File: config.mk
export PLATFORM = sky130hd
export DESIGN_NAME = gbe_rx_status_snapshot_ctrl
export DESIGN_NICKNAME = d
export VERILOG_FILES = /design/src/rtl/gbe_status_pkg.sv /design/src/rtl/gbe_rx_status_snapshot_ctrl_opb_slave_if.sv /design/src/rtl/gbe_rx_status_snapshot_ctrl.sv
export SDC_FILE = /design/constraint.sdc
export NUM_CORES = 1
export LEC_CHECK = 0
export ABC_CLOCK_PERIOD_IN_PS = 2500
export CORE_MARGIN = 4
export CORE_UTILIZATION = 30
export CTS_CLUSTER_DIAMETER = 40
export DETAILED_ROUTE_END_ITERATION = 16
export GPL_TIMING_DRIVEN = 0
export REMOVE_ABC_BUFFERS = 1
export SLEW_MARGIN = 20
export SYNTH_ARGS = -nofsm -noshare
export SYNTH_HDL_FRONTEND = slang
export SYNTH_HIERARCHICAL = 1
export SYNTH_SLANG_ARGS = --single-unit
File: constraint.sdc
create_clock -name OPB_Clk -period 2.5 [get_ports OPB_Clk]
set_clock_uncertainty 0.05 [all_clocks]
set_input_delay 0.5 -clock OPB_Clk [delete_from_list [all_inputs] [get_ports OPB_Clk]]
set_output_delay 0.5 -clock OPB_Clk [all_outputs]
set_load 0.02 [all_outputs]
File: src/rtl/gbe_status_pkg.sv
// Shared types and CTRL word layout for the gbe RX status snapshot controller.
// CTRL bit positions use OPB big-endian numbering (bit 0 = MSB).
package gbe_status_pkg;

    typedef logic [31:0] word_t;

    localparam int unsigned CTRL_IDX       = 0;
    localparam int unsigned CTRL_COUNT_POS = 0;
    localparam int unsigned CTRL_COUNT_W   = 16;
    localparam int unsigned CTRL_MASK_POS  = 16;
    localparam int unsigned CTRL_TOUT_BIT  = 29;
    localparam int unsigned CTRL_DONE_BIT  = 30;
    localparam int unsigned CTRL_BUSY_BIT  = 31;
    localparam int unsigned CTRL_ARM_BIT   = 31;
    localparam int unsigned CTRL_ARM_BE    = 3;

    typedef enum logic [1:0] {
        IDLE,
        ACK,
        WAIT
    } bus_state_t;

    typedef enum logic {
        CAP_IDLE,
        CAPTURE
    } cap_state_t;

endpackage

File: src/rtl/gbe_rx_status_snapshot_ctrl_opb_slave_if.sv
// OPB slave front end: window decode, one-cycle registered ack and read data,
// and a write strobe with the latched word index, data and byte enables.
module opb_slave_if
    import gbe_status_pkg::*;
#(
    parameter logic [31:0] C_BASEADDR = 32'h010C0100,
    parameter logic [31:0] C_HIGHADDR = 32'h010C01FF
) (
    input  logic        clk,
    input  logic        rst_n,
    input  logic [0:31] abus,
    input  logic [0:3]  be,
    input  logic [0:31] dbus,
    input  logic        rnw,
    input  logic        select,
    input  word_t       rd_data,
    output word_t       rd_idx,
    output logic        wr_stb,
    output word_t       wr_idx,
    output logic [0:31] wr_data,
    output logic [0:3]  wr_be,
    output logic [0:31] sl_dbus,
    output logic        xfer_ack
);

    bus_state_t state, state_next;
    logic       hit;
    logic       wr_pend;
    word_t      offset;
    logic [1:0] unused_offset;

    assign hit    = (abus >= C_BASEADDR) && (abus <= C_HIGHADDR);
    assign offset = abus - C_BASEADDR;
    assign rd_idx = {2'b00, offset[31:2]};
    assign unused_offset = offset[1:0];

    always_ff @(posedge clk or negedge rst_n) begin
        if (!rst_n) state <= IDLE;
        else        state <= state_next;
    end

    always_comb begin
        state_next = state;
        case (state)
            IDLE:    if (select && hit) state_next = ACK;
            ACK:     state_next = WAIT;
            WAIT:    if (!select) state_next = IDLE;
            default: state_next = IDLE;
        endcase
    end

    // Ack and read data are registered together so both are high for the ACK cycle only.
    always_ff @(posedge clk or negedge rst_n) begin
        if (!rst_n) begin
            xfer_ack <= 1'b0;
            sl_dbus  <= '0;
            wr_pend  <= 1'b0;
            wr_idx   <= '0;
            wr_data  <= '0;
            wr_be    <= '0;
        end else begin
            xfer_ack <= (state_next == ACK);
            sl_dbus  <= '0;
            if (state == IDLE && state_next == ACK) begin
                sl_dbus <= rnw ? rd_data : '0;
                wr_pend <= !rnw;
                wr_idx  <= rd_idx;
                wr_data <= dbus;
                wr_be   <= be;
            end
        end
    end

    assign wr_stb = (state == ACK) && wr_pend;

endmodule

File: src/rtl/gbe_rx_status_snapshot_ctrl.sv
// Snapshot controller: software arms a capture, each status word is latched on its
// valid strobe, and the sequence ends on a complete mask or a timeout.
module gbe_rx_status_snapshot_ctrl
    import gbe_status_pkg::*;
#(
    parameter logic [31:0] C_BASEADDR  = 32'h010C0100,
    parameter logic [31:0] C_HIGHADDR  = 32'h010C01FF,
    parameter int unsigned C_NUM_WORDS = 4,
    parameter int unsigned C_TIMEOUT   = 1024
) (
    input  logic                      OPB_Clk,
    input  logic                      OPB_Rst_n,
    input  logic [0:31]               OPB_ABus,
    input  logic [0:3]                OPB_BE,
    input  logic [0:31]               OPB_DBus,
    input  logic                      OPB_RNW,
    input  logic                      OPB_select,
    input  logic                      OPB_seqAddr,
    output logic [0:31]               Sl_DBus,
    output logic                      Sl_xferAck,
    output logic                      Sl_errAck,
    output logic                      Sl_retry,
    output logic                      Sl_toutSup,
    input  logic [C_NUM_WORDS*32-1:0] status_in,
    input  logic [C_NUM_WORDS-1:0]    status_valid,
    output logic                      snap_busy
);

    localparam logic [15:0] TIMER_LOAD = 16'(C_TIMEOUT - 1);

    word_t       rd_idx, rd_data, wr_idx;
    logic        wr_stb;
    logic [0:31] wr_data;
    logic [0:3]  wr_be;
    logic [0:31] ctrl_word;
    logic        arm;

    cap_state_t             cap_state, cap_next;
    logic [C_NUM_WORDS-1:0] mask, latch_en;
    logic                   complete, expire;
    logic                   done, timeout, busy;
    logic [15:0]            count, timer;
    word_t                  snap [C_NUM_WORDS];

    logic unused_bits;
    assign unused_bits = ^{OPB_seqAddr, wr_data[0:30], wr_be[0:2]};

    opb_slave_if #(
        .C_BASEADDR(C_BASEADDR),
        .C_HIGHADDR(C_HIGHADDR)
    ) u_opb (
        .clk      (OPB_Clk),
        .rst_n    (OPB_Rst_n),
        .abus     (OPB_ABus),
        .be       (OPB_BE),
        .dbus     (OPB_DBus),
        .rnw      (OPB_RNW),
        .select   (OPB_select),
        .rd_data  (rd_data),
        .rd_idx   (rd_idx),
        .wr_stb   (wr_stb),
        .wr_idx   (wr_idx),
        .wr_data  (wr_data),
        .wr_be    (wr_be),
        .sl_dbus  (Sl_DBus),
        .xfer_ack (Sl_xferAck)
    );

    assign Sl_errAck  = 1'b0;
    assign Sl_retry   = 1'b0;
    assign Sl_toutSup = 1'b0;
    assign snap_busy  = busy;

    assign arm = wr_stb && (wr_idx == CTRL_IDX) && wr_be[CTRL_ARM_BE] && wr_data[CTRL_ARM_BIT];

    always_comb begin
        ctrl_word = '0;
        ctrl_word[CTRL_COUNT_POS +: CTRL_COUNT_W] = count;
        for (int unsigned i = 0; i < C_NUM_WORDS; i++) ctrl_word[CTRL_MASK_POS + i] = mask[i];
        ctrl_word[CTRL_TOUT_BIT] = timeout;
        ctrl_word[CTRL_DONE_BIT] = done;
        ctrl_word[CTRL_BUSY_BIT] = busy;
    end

    always_comb begin
        rd_data = '0;
        if (rd_idx == CTRL_IDX) rd_data = ctrl_word;
        for (int unsigned i = 0; i < C_NUM_WORDS; i++)
            if (rd_idx == i + 1) rd_data = snap[i];
    end

    always_ff @(posedge OPB_Clk or negedge OPB_Rst_n) begin
        if (!OPB_Rst_n) cap_state <= CAP_IDLE;
        else            cap_state <= cap_next;
    end

    // An arm in CAPTURE restarts the sequence; that cycle's strobes are dropped.
    always_comb begin
        cap_next = cap_state;
        latch_en = '0;
        complete = 1'b0;
        expire   = 1'b0;
        case (cap_state)
            CAP_IDLE: if (arm) cap_next = CAPTURE;
            CAPTURE: begin
                if (!arm) begin
                    latch_en = status_valid & ~mask;
                    if ((mask | latch_en) == '1) begin
                        complete = 1'b1;
                        cap_next = CAP_IDLE;
                    end else if (timer == '0) begin
                        expire   = 1'b1;
                        cap_next = CAP_IDLE;
                    end
                end
            end
            default: cap_next = CAP_IDLE;
        endcase
    end

    always_ff @(posedge OPB_Clk or negedge OPB_Rst_n) begin
        if (!OPB_Rst_n) begin
            mask    <= '0;
            done    <= 1'b0;
            timeout <= 1'b0;
            busy    <= 1'b0;
            count   <= '0;
            timer   <= '0;
            for (int unsigned i = 0; i < C_NUM_WORDS; i++) snap[i] <= '0;
        end else if (arm) begin
            mask    <= '0;
            done    <= 1'b0;
            timeout <= 1'b0;
            busy    <= 1'b1;
            timer   <= TIMER_LOAD;
        end else if (cap_state == CAPTURE) begin
            for (int unsigned i = 0; i < C_NUM_WORDS; i++)
                if (latch_en[i]) snap[i] <= status_in[32*i +: 32];
            mask <= mask | latch_en;
            if (complete) begin
                done  <= 1'b1;
                busy  <= 1'b0;
                count <= count + 16'd1;
            end else if (expire) begin
                timeout <= 1'b1;
                busy    <= 1'b0;
            end else begin
                timer <= timer - 16'd1;
            end
        end
    end

endmodule

# --- Word level (Yosys, flattened, before mapping) ---
# Cells that the tools add are included.
op_classes:
  n_addsub: 3
  eq_ne: 10
  n_lt_le_gt_ge: 2
  mux: 41
  bitwise: 6
  n_reduce_logical: 25
op_table:
  columns: ["op", "count"]
  rows:
  - ["32-bit two-way mux", 7]
  - ["32-bit logical NOT", 2]
  - ["16-bit two-way mux", 4]
  - ["30-bit by 2-bit equality test with 1-bit output (second input constant)", 2]
  - ["32-bit by 25-bit greater-or-equal comparator with 1-bit output (second input constant)", 1]
  - ["32-bit by 25-bit less-or-equal comparator with 1-bit output (second input constant)", 1]
  - ["32-bit by 25-bit subtractor with 32-bit output (second input constant)", 1]
  - ["30-bit by 1-bit equality test with 1-bit output (second input constant)", 1]
  - ["30-bit by 3-bit equality test with 1-bit output (second input constant)", 1]
  - ["1-bit two-way mux", 22]
  - ["3-bit AND reduction", 7]
  - ["16-bit by 1-bit adder with 16-bit output (second input constant)", 1]
  - ["16-bit logical NOT", 1]
  - ["4-bit two-way mux", 4]
  - ["16-bit by 1-bit subtractor with 16-bit output (second input constant)", 1]
  - ["4-bit OR", 2]
  - ["1-bit logical AND", 7]
  - ["2-bit case mux with 3 select lines", 1]
  - ["2-bit nonzero test", 3]
  - ["4-bit bitwise AND", 1]
  - ["2-bit by 1-bit equality test with 1-bit output (second input constant)", 2]
  - ["4-bit equality test (second input constant)", 1]
  - ["2-bit two-way mux", 2]
  - ["2-bit inequality test (second input constant)", 2]
  - ["8 further kinds", 10]
totals:
  word_cells: 105
  out_inout_bits: 37
  in_bits: 205
  ff_bits: 236

# --- Longest topological paths before layout ---
depth:
  depth_word: 11
  depth_mapped: 13
  mapped_depth_nobuf: 12

# --- Cells and area by module ---
# The synthesis kept the hierarchy.
modules_own_cells:
  columns: ["module", "area_per_inst_um2", "seq_area_each_um2", "n_inst", "cells_per_inst"]
  rows:
  - ["gbe_rx_status_snapshot_ctrl", 7920.1, 4204.0, 1, 586]
  - ["opb_slave_if", 4299.1, 2552.4, 1, 334]

# --- Worst setup path after synthesis ---
# Ideal clock, no wire load.
synth_timing:
  path_type: "input -> register"
  from: "input port OPB_ABus[20] (netlist bit)"
  to: "register u_opb/sl_dbus[30] (netlist bit)"
  slack_ns: -1.325
  stages: 13
  path_buffers: 2
  setup_time_ns: 0.066
  arrival_time_ns: 3.710
  t_required_ns: 2.384
  path_cell_list: "or4_1 > clkbuf_1 > o31a_1 > or4_1 > a21o_1 > a21oi_1 > xor2_1 > nor4_1 > nand4_1 > nor3_1 > clkbuf_1 > a22o_1 > and3_2"
synth_via:
  elab_chain_len: 9
  word_cells_on_any_way: 21
  classes_between: "add/sub (1); order compare (2); eq/ne (5); mux (9); reduce/logical (4)"
synth_rtl:
  columns: ["item", "line_no", "text"]
  rows:
  - ["start, declared", "gbe_rx_status_snapshot_ctrl.sv:13", "input logic [0:31] OPB_ABus,"]
  - ["32-bit by 25-bit subtractor with 32-bit output *", "gbe_rx_status_snapshot_ctrl_opb_slave_if.sv:33", "assign offset = abus - C_BASEADDR;"]
  - ["net rd_idx[29]", "gbe_rx_status_snapshot_ctrl.sv:31", "word_t rd_idx, rd_data, wr_idx;"]
  - ["32-bit logical NOT", "gbe_rx_status_snapshot_ctrl.sv:87", "if (rd_idx == CTRL_IDX) rd_data = ctrl_word;"]
  - ["32-bit two-way mux", "gbe_rx_status_snapshot_ctrl.sv:87", null]
  - ["32-bit two-way mux (3 in a row)", "gbe_rx_status_snapshot_ctrl.sv:89", "if (rd_idx == i + 1) rd_data = snap[i];"]
  - ["32-bit two-way mux *", "gbe_rx_status_snapshot_ctrl.sv:89", null]
  - ["net rd_data[1]", "gbe_rx_status_snapshot_ctrl.sv:31", null]
  - ["32-bit two-way mux *", "gbe_rx_status_snapshot_ctrl_opb_slave_if.sv:65", "sl_dbus <= rnw ? rd_data : '0;"]
  - ["32-bit two-way mux *", "gbe_rx_status_snapshot_ctrl_opb_slave_if.sv:64", "if (state == IDLE && state_next == ACK) begin"]
  - ["end signal, assigned", "gbe_rx_status_snapshot_ctrl_opb_slave_if.sv:65", null]
  - ["end, declared", "gbe_rx_status_snapshot_ctrl_opb_slave_if.sv:22", "output logic [0:31] sl_dbus,"]
# Mark *: on every way through the listed nets, which the timed path passes. The rest lies on a longest branch.
# A chain may end at the register's enable or synchronous reset.

# --- Worst setup path in the final report ---
layout_timing:
  from: "input port OPB_ABus[20] (netlist bit)"
  to: "register u_opb/sl_dbus[10] (netlist bit)"
# The elaborated chain is that of the path after synthesis.

==> results.md <==
- CP required: 2.89 ns
- Worst Hold Launch: OPB_ABus[23]
- Core area: 35830 µm²
- Die H: 199.3 µm
- Total power density per cell area: between 600 and 700 nW/µm²
- Initial cell density of the core: 0.3063
- Post-Layout Cell Count: between 1500 and 2000
- Highest metal used: met4
- Reg2reg start: u_opb/state[0]
- Worst IR Drop VDD: about 0.34 mV
- R2R cell count: 8
- Final net count: 1303
- Post-route design area: 15460 µm²
- Setup TNS: -30.17 ns
- Antenna viol nets, final: 0
- Detailed Place HPWL: between 20000 and 25000 µm
- FILL cells: approximately 3300
- Worst Setup SP: OPB_ABus[20]
- Max Clk Rate: between 200 and 300 MHz
- Critical path fanouts, max: 6
- CTS tree: yes
- GRT Overall Usage: 0.1562
- Final count of hold timing violations: 0
- DR iter-0 viols: just over 300
- Hold Crit Depth: 3
- Initial antenna violation count: 0
- Residual DRC count: 0
- Row Count: 69
- Tot Pwr: about 9.9 mW
- H-tree depth: 2
- CTS max path bufs: 3
- Failing checks: negative setup slack
- Worst EP arrival: between 3 and 4 ns
- DRT met1 WL: around 14000 µm
- DP Area: about 14000 µm²
- WL met3: 1795 µm
- Final Setup Violations: 60
- Via count: ~8000
- Layout cells sized above 1: 0.3108
- Syn. warnings: 6
- IO Pins: between 200 and 250
- Number of global-route vias before repair: ~8300
- Status: complete, but fails checks
- Via density: between 4 and 5
- CTS clk-pin slew, worst paths: ~0.05 ns
- RSZ-0062 raised after global routing: true
- Syn Std Cell Area: 10980 µm²
- Max Transition Viols Final: 0
- Met2 wire len: between 15000 and 20000 µm
- Largest net degree at the start of global routing: 82
- Port bufs: just over 200
- First-pass GRT wire length: between 40000 and 50000 µm
- CTS root buffer: clkbuf_16
- Num CTS Buffers: 40
- RePlAce Congestion: between 0.8 and 0.9
- First-pass DRT Iterations: 4
- Max-slew headroom: 0.4053
- Critical path class: input pin to flip-flop
- Final Cycle Share: 1.369
- Min cycle time layout: ~3.4 ns
- Mean Syn Cell Area: 12.91 µm²
- Setup crit end kind: flip-flop
- Startpoint types: input pin
- Final WL: between 30000 and 40000 µm
- Wire length per cell: about 20 µm
- Area grow syn2layout: 40.88%
- Max-Cap Viols: 0
- Inst Count DP: approximately 1500
- Die area: approximately 40000 µm²
- Final worst slack: -0.9222 ns
- Post-Synthesis Cells: 850
- Hold WC Path Type: input pin to flip-flop
- Slew @ Worst Pin: slightly below 0.9 ns
- Grt ovf: 0
- Cell leakage power: slightly above 7 nW
- Die W: 199.3 µm
- Worst-Skew Late Latency: between 0.5 and 0.6 ns
- CTS sink cnt: 236
==> final cells by class <==
cell class / instances / area, µm² / share of cell area
sequential: 236 / 5906 / 0.3819
multi-input combinational: 542 / 4847 / 0.3135
timing repair buffer: 264 / 2739 / 0.1771
clock buffer: 51 / 1094 / 0.07072
tap: 461 / 576.8 / 0.03730
clock inverter: 21 / 264.0 / 0.01707
inverter: 9 / 33.78 / 0.002185
antenna: 1 / 2.502 / 0.0001618
==> where the power goes <==
part           total [mW]  switching, mW  internal, mW
clock                5.51           1.88          3.63
sequential           3.83    0.000000248          3.83
combinational       0.544          0.247         0.297
total                9.88           2.13          7.75
==> layout by cell type (no fill, tap or decap), types with 7 or more instances in the layout <==
| cell type | instances |
|---|---|
| dfrtp_1 | 236 |
| clkdlybuf4s50_1 | 185 |
| mux2_2 | 144 |
| a22o_1 | 41 |
| clkbuf_16 | 41 |
| nand2_1 | 35 |
| buf_4 | 31 |
| nor2_1 | 29 |
| and3_1 | 29 |
| nor4_1 | 25 |
| mux4_2 | 23 |
| o21a_1 | 23 |
| xor2_1 | 22 |
| xnor2_1 | 22 |
| nor3_1 | 20 |
| nand4_1 | 13 |
| buf_6 | 13 |
| buf_8 | 12 |
| inv_1 | 9 |
| nand3_1 | 9 |
| nor3_4 | 8 |
| a21oi_1 | 7 |
| o21ai_0 | 7 |
| conb_1 | 7 |
| clkbuf_1 | 7 |
| buf_12 | 7 |
==> state kept, by name (all words and copies together), names as in the netlist, 2 cells and up <==
register,count
timer,16
snap,128
u_opb/state,2
u_opb/wr_idx,30
u_opb/sl_dbus,32
count,16
mask,4
==> routing by layer <==
metal	global-route usage	up-vias
met5	0	-
met4	0.03926	0
met3	0.03372	55
met2	0.2578	203
met1	0.2108	3968
li1	-	3612
==> what timing repair did <==
action                     in CTS  in global routing
hold endpoints to repair       79                  0
gates cloned                    2                  0
setup buffers                  27                  5
hold buffers                    1                  0
pin swaps                      32                  6
gates resized for setup        86                  4
setup endpoints to repair     194                139
==> worst max-delay path: stages <==
cell and delay (ns):
buf_8 0.09, or4_4 0.53, o31a_1 0.34, or4_4 0.53, a21o_1 0.18, a21oi_2 0.13, xor2_1 0.08, nor4_2 0.25
nand4_1 0.16, buf_6 0.17, nor3_4 0.16, buf_6 0.15, buf_8 0.13, buf_8 0.13, a22o_1 0.12, and3_1 0.14
==> per-stage QoR <==
step | util | setup WS [ns] | hold WS, ns
global placement | 0.3693 | -9.622 | 0.4130
finish | 0.4316 | -0.9222 | 0.3689
detailed placement | 0.3811 | -2.801 | 0.4239
global route | 0.4315 | -0.9804 | 0.3568
floorplan | - | -2.509 | 0.1544
CTS | 0.4295 | -0.8439 | 0.3379
==> path summary, 6_finish.rpt <==
check,slack [ns],endpoint
max,-0.92,u_opb/sl_dbus[10]
min in group asynchronous,0.51,snap[43]
max in group asynchronous,0.65,timer[0]
min reg2reg,0.43,count[15]
min,0.37,u_opb/wr_idx[6]
max reg2reg,-0.01,u_opb/sl_dbus[10]
No activity file was read; power rests on OpenSTA's default activity.
